### src/rtl/branch_pkg.sv
// Shared types and constants for the branch update queue.
package branch_pkg;

  localparam int unsigned BQ_ADDR_W   = 32;
  localparam int unsigned INSTR_BYTES = 4;

  typedef struct packed {
    logic [BQ_ADDR_W-1:0] pc;
    logic                 taken;
    logic [BQ_ADDR_W-1:0] target;
  } bq_entry_t;

endpackage

### src/rtl/branch_update_queue_if.sv
// Push / resolve / redirect / training bundle between decode, execute and the queue.
interface branch_update_queue_if #(
  parameter int unsigned DEPTH  = 4,
  parameter int unsigned ADDR_W = 32
);
  localparam int unsigned CNT_W = $clog2(DEPTH + 1);

  logic              push_valid;
  logic              push_ready;
  logic [ADDR_W-1:0] push_pc;
  logic              push_taken;
  logic [ADDR_W-1:0] push_target;
  logic              resolve_valid;
  logic [ADDR_W-1:0] resolve_pc;
  logic              resolve_taken;
  logic [ADDR_W-1:0] resolve_target;
  logic              flush;
  logic              mispredict;
  logic [ADDR_W-1:0] redirect_pc;
  logic              update_valid;
  logic [ADDR_W-1:0] update_pc;
  logic [ADDR_W-1:0] update_target;
  logic              update_taken;
  logic              order_err;
  logic [CNT_W-1:0]  count;
  logic              empty;
  logic              full;

  modport master (
    output push_valid, push_pc, push_taken, push_target,
           resolve_valid, resolve_pc, resolve_taken, resolve_target, flush,
    input  push_ready, mispredict, redirect_pc, update_valid, update_pc,
           update_target, update_taken, order_err, count, empty, full
  );

  modport slave (
    input  push_valid, push_pc, push_taken, push_target,
           resolve_valid, resolve_pc, resolve_taken, resolve_target, flush,
    output push_ready, mispredict, redirect_pc, update_valid, update_pc,
           update_target, update_taken, order_err, count, empty, full
  );
endinterface

### src/rtl/bq_fifo.sv
// Circular buffer of branch predictions with push/pop/clear and occupancy.
module bq_fifo
  import branch_pkg::*;
#(
  parameter  int unsigned DEPTH = 4,
  localparam int unsigned CW    = $clog2(DEPTH + 1)
) (
  input  logic          i_clk,
  input  logic          i_rst,
  input  logic          i_push,
  input  logic          i_pop,
  input  logic          i_clear,
  input  bq_entry_t     i_wdata,
  output bq_entry_t     o_rdata,
  output logic [CW-1:0] o_count,
  output logic          o_full,
  output logic          o_empty
);
  localparam int unsigned PW = $clog2(DEPTH);

  bq_entry_t     r_mem [DEPTH];
  logic [PW-1:0] r_head;
  logic [PW-1:0] r_tail;
  logic [CW-1:0] r_count;

  always_ff @(posedge i_clk or posedge i_rst) begin
    if (i_rst) begin
      r_head  <= '0;
      r_tail  <= '0;
      r_count <= '0;
    end else if (i_clear) begin
      r_head  <= '0;
      r_tail  <= '0;
      r_count <= '0;
    end else begin
      if (i_push) r_tail <= r_tail + PW'(1);
      if (i_pop)  r_head <= r_head + PW'(1);
      case ({i_push, i_pop})
        2'b10:   r_count <= r_count + CW'(1);
        2'b01:   r_count <= r_count - CW'(1);
        default: r_count <= r_count;
      endcase
    end
  end

  always_ff @(posedge i_clk) begin
    if (i_push && !i_clear) r_mem[r_tail] <= i_wdata;
  end

  always_comb begin
    o_rdata = r_mem[r_head];
    o_count = r_count;
    o_full  = (r_count == CW'(DEPTH));
    o_empty = (r_count == '0);
  end

endmodule

### src/rtl/branch_update_queue.sv
// In-order prediction queue: checks execute's resolution against the stored
// prediction, emits registered redirect and predictor-training pulses.
module branch_update_queue
  import branch_pkg::*;
#(
  parameter int unsigned DEPTH  = 4,
  parameter int unsigned ADDR_W = BQ_ADDR_W
) (
  input logic                  CLK,
  input logic                  RST,
  branch_update_queue_if.slave bus
);
  localparam int unsigned CNT_W = $clog2(DEPTH + 1);

  bq_entry_t         w_head;
  bq_entry_t         w_push_entry;
  logic [CNT_W-1:0]  w_count;
  logic              w_full;
  logic              w_empty;
  logic              w_push_ready;
  logic              w_push_fire;
  logic              w_pc_match;
  logic              w_res_ok;
  logic              w_res_err;
  logic              w_wrong;
  logic              w_clear;
  logic [ADDR_W-1:0] w_head_pc;
  logic [ADDR_W-1:0] w_head_target;
  logic [ADDR_W-1:0] w_redirect;

  logic              r_mispredict;
  logic [ADDR_W-1:0] r_redirect_pc;
  logic              r_update_valid;
  logic [ADDR_W-1:0] r_update_pc;
  logic              r_update_taken;
  logic [ADDR_W-1:0] r_update_target;
  logic              r_order_err;

  always_comb begin
    w_push_entry.pc     = BQ_ADDR_W'(bus.push_pc);
    w_push_entry.taken  = bus.push_taken;
    w_push_entry.target = BQ_ADDR_W'(bus.push_target);
    w_head_pc           = ADDR_W'(w_head.pc);
    w_head_target       = ADDR_W'(w_head.target);

    // A pending redirect blocks pushes: anything arriving then is wrong-path.
    w_push_ready = !w_full && !r_mispredict;
    w_push_fire  = bus.push_valid && w_push_ready && !bus.flush;

    w_pc_match = !w_empty && (bus.resolve_pc == w_head_pc);
    w_res_ok   = bus.resolve_valid && !bus.flush && w_pc_match;
    w_res_err  = bus.resolve_valid && !bus.flush && !w_pc_match;
    w_wrong    = w_res_ok &&
                 ((bus.resolve_taken != w_head.taken) ||
                  (bus.resolve_taken && (bus.resolve_target != w_head_target)));
    w_redirect = bus.resolve_taken ? bus.resolve_target
                                   : w_head_pc + ADDR_W'(INSTR_BYTES);
    w_clear    = bus.flush || w_wrong;
  end

  bq_fifo #(.DEPTH(DEPTH)) u_fifo (
    .i_clk   (CLK),
    .i_rst   (RST),
    .i_push  (w_push_fire),
    .i_pop   (w_res_ok),
    .i_clear (w_clear),
    .i_wdata (w_push_entry),
    .o_rdata (w_head),
    .o_count (w_count),
    .o_full  (w_full),
    .o_empty (w_empty)
  );

  always_ff @(posedge CLK or posedge RST) begin
    if (RST) begin
      r_mispredict    <= 1'b0;
      r_redirect_pc   <= '0;
      r_update_valid  <= 1'b0;
      r_update_pc     <= '0;
      r_update_taken  <= 1'b0;
      r_update_target <= '0;
      r_order_err     <= 1'b0;
    end else begin
      r_mispredict   <= w_wrong;
      r_update_valid <= w_res_ok;
      if (w_wrong) r_redirect_pc <= w_redirect;
      if (w_res_ok) begin
        r_update_pc     <= w_head_pc;
        r_update_taken  <= bus.resolve_taken;
        r_update_target <= bus.resolve_target;
      end
      if (w_res_err) r_order_err <= 1'b1;
    end
  end

  always_comb begin
    bus.push_ready    = w_push_ready;
    bus.mispredict    = r_mispredict;
    bus.redirect_pc   = r_redirect_pc;
    bus.update_valid  = r_update_valid;
    bus.update_pc     = r_update_pc;
    bus.update_taken  = r_update_taken;
    bus.update_target = r_update_target;
    bus.order_err     = r_order_err;
    bus.count         = w_count;
    bus.empty         = w_empty;
    bus.full          = w_full;
  end

endmodule

### src/flat_wrapper.sv
// flat-port wrapper written by rule: the top's interface ports become plain ports
module branch_update_queue_flat import branch_pkg::*;
#(
  parameter int unsigned DEPTH  = 4,
  parameter int unsigned ADDR_W = BQ_ADDR_W
)
  (CLK, RST, bus_push_valid, bus_push_pc, bus_push_taken, bus_push_target, bus_resolve_valid, bus_resolve_pc, bus_resolve_taken, bus_resolve_target, bus_flush, bus_push_ready, bus_mispredict, bus_redirect_pc, bus_update_valid, bus_update_pc, bus_update_target, bus_update_taken, bus_order_err, bus_count, bus_empty, bus_full);
  branch_update_queue_if #(.DEPTH(DEPTH), .ADDR_W(ADDR_W)) bus_i ();
  input logic CLK;
  input logic RST;
  input wire logic [$bits(bus_i.push_valid)-1:0] bus_push_valid;
  input wire logic [$bits(bus_i.push_pc)-1:0] bus_push_pc;
  input wire logic [$bits(bus_i.push_taken)-1:0] bus_push_taken;
  input wire logic [$bits(bus_i.push_target)-1:0] bus_push_target;
  input wire logic [$bits(bus_i.resolve_valid)-1:0] bus_resolve_valid;
  input wire logic [$bits(bus_i.resolve_pc)-1:0] bus_resolve_pc;
  input wire logic [$bits(bus_i.resolve_taken)-1:0] bus_resolve_taken;
  input wire logic [$bits(bus_i.resolve_target)-1:0] bus_resolve_target;
  input wire logic [$bits(bus_i.flush)-1:0] bus_flush;
  output wire logic [$bits(bus_i.push_ready)-1:0] bus_push_ready;
  output wire logic [$bits(bus_i.mispredict)-1:0] bus_mispredict;
  output wire logic [$bits(bus_i.redirect_pc)-1:0] bus_redirect_pc;
  output wire logic [$bits(bus_i.update_valid)-1:0] bus_update_valid;
  output wire logic [$bits(bus_i.update_pc)-1:0] bus_update_pc;
  output wire logic [$bits(bus_i.update_target)-1:0] bus_update_target;
  output wire logic [$bits(bus_i.update_taken)-1:0] bus_update_taken;
  output wire logic [$bits(bus_i.order_err)-1:0] bus_order_err;
  output wire logic [$bits(bus_i.count)-1:0] bus_count;
  output wire logic [$bits(bus_i.empty)-1:0] bus_empty;
  output wire logic [$bits(bus_i.full)-1:0] bus_full;
  assign bus_i.push_valid = bus_push_valid;
  assign bus_i.push_pc = bus_push_pc;
  assign bus_i.push_taken = bus_push_taken;
  assign bus_i.push_target = bus_push_target;
  assign bus_i.resolve_valid = bus_resolve_valid;
  assign bus_i.resolve_pc = bus_resolve_pc;
  assign bus_i.resolve_taken = bus_resolve_taken;
  assign bus_i.resolve_target = bus_resolve_target;
  assign bus_i.flush = bus_flush;
  assign bus_push_ready = bus_i.push_ready;
  assign bus_mispredict = bus_i.mispredict;
  assign bus_redirect_pc = bus_i.redirect_pc;
  assign bus_update_valid = bus_i.update_valid;
  assign bus_update_pc = bus_i.update_pc;
  assign bus_update_target = bus_i.update_target;
  assign bus_update_taken = bus_i.update_taken;
  assign bus_order_err = bus_i.order_err;
  assign bus_count = bus_i.count;
  assign bus_empty = bus_i.empty;
  assign bus_full = bus_i.full;
  branch_update_queue #(.DEPTH(DEPTH), .ADDR_W(ADDR_W)) u_core (.CLK(CLK), .RST(RST), .bus(bus_i));
endmodule
### config.mk
export PLATFORM = sky130hd
export DESIGN_NAME = branch_update_queue_flat
export DESIGN_NICKNAME = d
export VERILOG_FILES = /design/src/rtl/branch_pkg.sv /design/src/rtl/branch_update_queue_if.sv /design/src/rtl/bq_fifo.sv /design/src/rtl/branch_update_queue.sv /design/src/flat_wrapper.sv
export SDC_FILE = /design/constraint.sdc
export NUM_CORES = 1
export LEC_CHECK = 0
export ABC_AREA = 1
export CAP_MARGIN = 25
export CORE_MARGIN = 4
export CORE_UTILIZATION = 35
export DETAILED_ROUTE_END_ITERATION = 10
export HOLD_SLACK_MARGIN = 0.12
export PLACE_DENSITY = 0.67
export SLEW_MARGIN = 15
export SYNTH_ARGS = -nofsm -noshare
export SYNTH_HDL_FRONTEND = slang
export SYNTH_SLANG_ARGS = --single-unit
### constraint.sdc
create_clock -name CLK -period 7.35 [get_ports CLK]
set_clock_uncertainty 0.15 [all_clocks]
set_input_delay 1.1025 -clock CLK [delete_from_list [all_inputs] [get_ports CLK]]
set_output_delay 1.1025 -clock CLK [all_outputs]
set_load 0.02 [all_outputs]
==> metrics.sh <==
TIMING.FINAL.SETUP_VIOLATIONS=0
YOSYS.CELL_TYPES.COUNT=35
BOUNDARYPINS=241
DRT_FIRST_ITER_VIOLATIONS=1283
NETLIST.AREA_LEADER.SHARE=0.469
PLACEMENTROWS=79
SETUP_SLACK_AFTER_LAYOUT_NS=1.87
PLACE.GP.CONGESTION=0.920
DRIVE_GT1_FRAC=0.0573
DP_HPWL_MM=39.6
NUM-NETS-FINAL=2101
CTS_HOLD_BUF=0
LAYOUT_WORST_PATH_CYCLE_SHARE=0.745
WORST-PATH-MAX-FANOUT=48
SYN_AVG_CELL_AREA_SQ_UM=9.60
PORT-BUFFER-COUNT=240
CLOCK_SINKS=367
REGTOREGSETUPSLACK_NS=1.87
YS_TOP_CELLS_BY_AREA='sky130_fd_sc_hd__edfxtp_1, sky130_fd_sc_hd__dfrtp_1, sky130_fd_sc_hd__nand2_1'
HOLDCRITSTARTPOINT='u_core.bus.update_target[30]'
MAXCAPVIOLCOUNT=0
CRIT-REG2REG-LAUNCH='u_core.u_fifo.r_head[1]'
GRT_ANTENNA_BEFORE_REPAIR=0
WORST_R2R_PATH_DEPTH=15
WORSTHOLDPATHTYPE='flop to flop'
FLOORPLAN.CORE_AREA_SQ_MM=0.0468
VIA_PER_INST=5.06
CTS_TREE='built'
SYN-NUM-NETS=1875
START_UTIL=0.356
LARGEST_NET_DEGREE_AT_THE_START_OF_GLOBAL_ROUTING=122
HOLD_CRITICAL_PATH_ENDPOINT='u_core.bus.update_target[30]'
CTS_MAX_PATH_BUFFERS=3
CTS.REPAIR_TIMING.SETUP_BUFFER_COUNT=0
AREA.GROWTH.SYNTH_TO_FINAL_PCT=25.9
GLOBAL_ROUTE.USAGE.TOTAL=0.211
TIMING_HOLD_VIOLATIONS_FINAL=0
PRE_CTS_SLACK_NS=1.63
GR-TOTAL-OVERFLOW=0
REQUIRED_NS=7.40
DIE-WIDTH_MICRONS=226
CLK_LATENCY_NS=0.57
STATIC-LEAKAGE-POWER_nW=8.52
FINALWIRELENGTH_MM=55.1
GLOBAL_ROUTE_WIRE_LENGTH_BEFORE_REPAIR_MM=81.5
SYNTHCELLS=1734
POST_DP_CELL_AREA_SQ_MM=0.0195
REG2REG_TO='u_core.u_fifo.r_mem[1][8]'
IR_WORST_VDD_uV=172
CLOCK_TREE.ROOT_CELL='sky130_fd_sc_hd__clkbuf_16'
ACHIEVABLE-FREQUENCY_GHz=0.183
STATUS='finished clean'
ANTENNA_VIOLATING_NETS_POST_ROUTE=0
ANTENNA_CELLS_INSERTED=0
NUMBER_OF_GLOBAL_ROUTE_VIAS_BEFORE_REPAIR=12731
TIMING.SETUP.TNS_NS=0
SYNTHDOMINANTAREACELLTYPE='sky130_fd_sc_hd__edfxtp_1'
POSTLAYOUTCELLAREA_SQ_MM=0.0210
WORSTPATHARRIVAL_NS=5.53
DIEAREA_SQ_MM=0.0511
GRT_SETUP_UNREPAIRED='no'
TIGHTEST_SLEW_NS=1.10
SYNTH_SEQUENTIAL_AREA_RATIO=0.630
CTS_RESIZED=0
NUM_VIAS=13145
CTS_BUFFERS=39
YS_SEQ_ELEMENTS=367
WORST_SLEW_MARGIN_REL=0.264
DRT_PRE_ANTENNA_ITERS=5
HOLD_PATH_DEPTH=2
DIE_H_MICRONS=226
DRC=0
CLK_PIN_SLEW_WORST_PATHS_NS=0.06
WORST-SETUP-PATH-TYPE='flop to flop'
POWER-PER-CELL-AREA_mW_PER_MM2=242
SYNTH-WARNING-COUNT=0
FILLERS=4425
SETUP.WORST_PATH.END_CLASS='flop'
FIN_CRIT_NS=5.48
MAXSLEWVIOLCOUNT=0
AVGROUTEDWIREPERCELL_MICRONS=21.2
CTS_HTREE_LEVELS=2
SYN_AREA_SQ_MM=0.0166
CRIT_PATH_START_KIND='flop'
-- stage by stage --
stage,instances,hold WS [ns],util,power [mW]
2_1_floorplan,1734,0.368,-,2.76
3_3_place_gp,2523,0.313,0.418,3.06
3_5_place_dp,2523,0.314,0.418,3.07
4_1_cts,2595,0.331,0.447,5.11
5_1_grt,2598,0.354,0.449,5.28
6_report,2598,0.329,0.449,5.08
-- worst max-delay path, cell delays in order (launching register included) --
cell and delay, ns:
sky130_fd_sc_hd__dfrtp_4 0.57, sky130_fd_sc_hd__inv_2 0.56, sky130_fd_sc_hd__buf_12 0.30, sky130_fd_sc_hd__nand3_1 0.11, sky130_fd_sc_hd__nand2_1 0.27, sky130_fd_sc_hd__or2_2 0.19
sky130_fd_sc_hd__nand2_1 0.05, sky130_fd_sc_hd__nor2_1 0.20, sky130_fd_sc_hd__nand2_1 0.10, sky130_fd_sc_hd__nor3_2 0.21, sky130_fd_sc_hd__nand3_2 0.20, sky130_fd_sc_hd__nor2_2 0.64
sky130_fd_sc_hd__inv_1 0.35, sky130_fd_sc_hd__nand2_1 0.45, sky130_fd_sc_hd__nor2_4 0.22, sky130_fd_sc_hd__buf_4 0.38
-- cells in the mapped netlist (all sizes together) --
| library cell | number |
|---|---|
| nor3 | 11 |
| ha | 5 |
| buf | 56 |
| nand4 | 11 |
| dfrtp | 107 |
| xnor2 | 4 |
| a21oi | 12 |
| edfxtp | 260 |
| clkbuf | 15 |
| o21ai | 128 |
| inv | 101 |
| or2 | 3 |
| nand3b | 14 |
| nor4 | 4 |
| nor2 | 113 |
| o22ai | 2 |
| mux2i | 1 |
| xor2 | 28 |
| a22oi | 1 |
| o21bai | 1 |
| nand2 | 647 |
| nor3b | 1 |
| fa | 1 |
| nand3 | 208 |
-- cells by family (layout without fill, tap and decap cells) --
family | count (synthesis) | count (layout) | share of synthesized area
flops | 367 | 367 | 0.630
mux | 1 | 1 | 0.000601
simple gates | 1012 | 1012 | 0.256
xor+xnor | 32 | 32 | 0.0168
fa+ha+maj | 6 | 6 | 0.00496
buf+inv | 172 | 429 | 0.0486
compound gates | 144 | 144 | 0.0437
-- where the power goes --
part | switching [mW] | internal (mW) | leakage, nW
Combinational | 0.518 | 0.227 | 4.04
Clock | 0.853 | 1.19 | 0.640
Sequential | 0.0202 | 2.27 | 3.85
-- registers in the layout (all words and copies together) (netlist names) --
register                  flops
u_core.u_fifo.r_head          2
u_core.bus.mispredict         1
u_core.u_fifo.r_mem         260
u_core.bus.order_err          1
u_core.bus.update_taken       1
u_core.u_fifo.o_count         3
u_core.bus.redirect_pc       32
u_core.bus.update_target     32
u_core.bus.update_pc         32
u_core.u_fifo.r_tail          2
u_core.bus.update_valid       1
-- cell type report --
| class | count | area [sq um] | share of cell area |
|---|---|---|---|
| inverter | 101 | 384 | 0.0183 |
| multi-input combinational | 1195 | 5390 | 0.257 |
| clock buffer | 49 | 1060 | 0.0507 |
| sequential | 367 | 10500 | 0.500 |
| clock inverter | 23 | 283 | 0.0135 |
| timing repair buffer | 256 | 2590 | 0.124 |
| tap | 607 | 759 | 0.0362 |
-- metal layers --
layer,track usage,vias up,share of wire
li1,-,6237,-
met1,0.290,6343,0.42
met2,0.353,493,0.48
met3,0.0338,72,0.071
met4,0.0526,0,0.024
met5,0,-,0
-- placed cells by master (no fill, tap or decap), types with 4 or more instances in the layout --
cell                              Yosys  layout
sky130_fd_sc_hd__inv_1               97      96
sky130_fd_sc_hd__nor2_1             110     106
sky130_fd_sc_hd__nand4_1             11      11
sky130_fd_sc_hd__a21oi_1             12      12
sky130_fd_sc_hd__nor2_4               1       5
sky130_fd_sc_hd__xnor2_1              4       4
sky130_fd_sc_hd__clkdlybuf4s50_1      0     240
sky130_fd_sc_hd__edfxtp_1           260     260
sky130_fd_sc_hd__ha_1                 5       5
sky130_fd_sc_hd__clkbuf_8             0       5
sky130_fd_sc_hd__dfrtp_1            107     105
sky130_fd_sc_hd__xor2_1              28      28
sky130_fd_sc_hd__nor3_1              10      10
sky130_fd_sc_hd__clkbuf_16            0      39
sky130_fd_sc_hd__nand2_1            636     635
sky130_fd_sc_hd__nand3b_1            14      14
sky130_fd_sc_hd__clkbuf_1            14       5
sky130_fd_sc_hd__clkinv_1             0       6
sky130_fd_sc_hd__o21ai_1             24      24
sky130_fd_sc_hd__o21ai_0            104     104
sky130_fd_sc_hd__bufinv_16            0       4
sky130_fd_sc_hd__nand2_2             11      11
sky130_fd_sc_hd__clkinvlp_4           0       5
sky130_fd_sc_hd__nand3_2              7       7
sky130_fd_sc_hd__buf_4                6      12
sky130_fd_sc_hd__nand3_1            201     201
sky130_fd_sc_hd__nor4_1               4       4
-- how the worst max path moves through the flow --
stage / endpoint / startpoint
6_report: u_core.u_fifo.r_mem[1][8] / u_core.u_fifo.r_head[1]
5_1_grt: u_core.u_fifo.r_mem[1][59] / u_core.u_fifo.r_head[0]
4_1_cts: u_core.u_fifo.r_mem[1][62] / u_core.u_fifo.r_head[0]
3_5_place_dp: u_core.u_fifo.r_mem[1][17] / u_core.u_fifo.r_head[0]
3_3_place_gp: u_core.u_fifo.r_mem[1][15] / u_core.u_fifo.r_head[0]
2_1_floorplan: u_core.u_fifo.r_mem[0][0] / bus_resolve_pc[9]
Power figures use the tool's default switching activity.
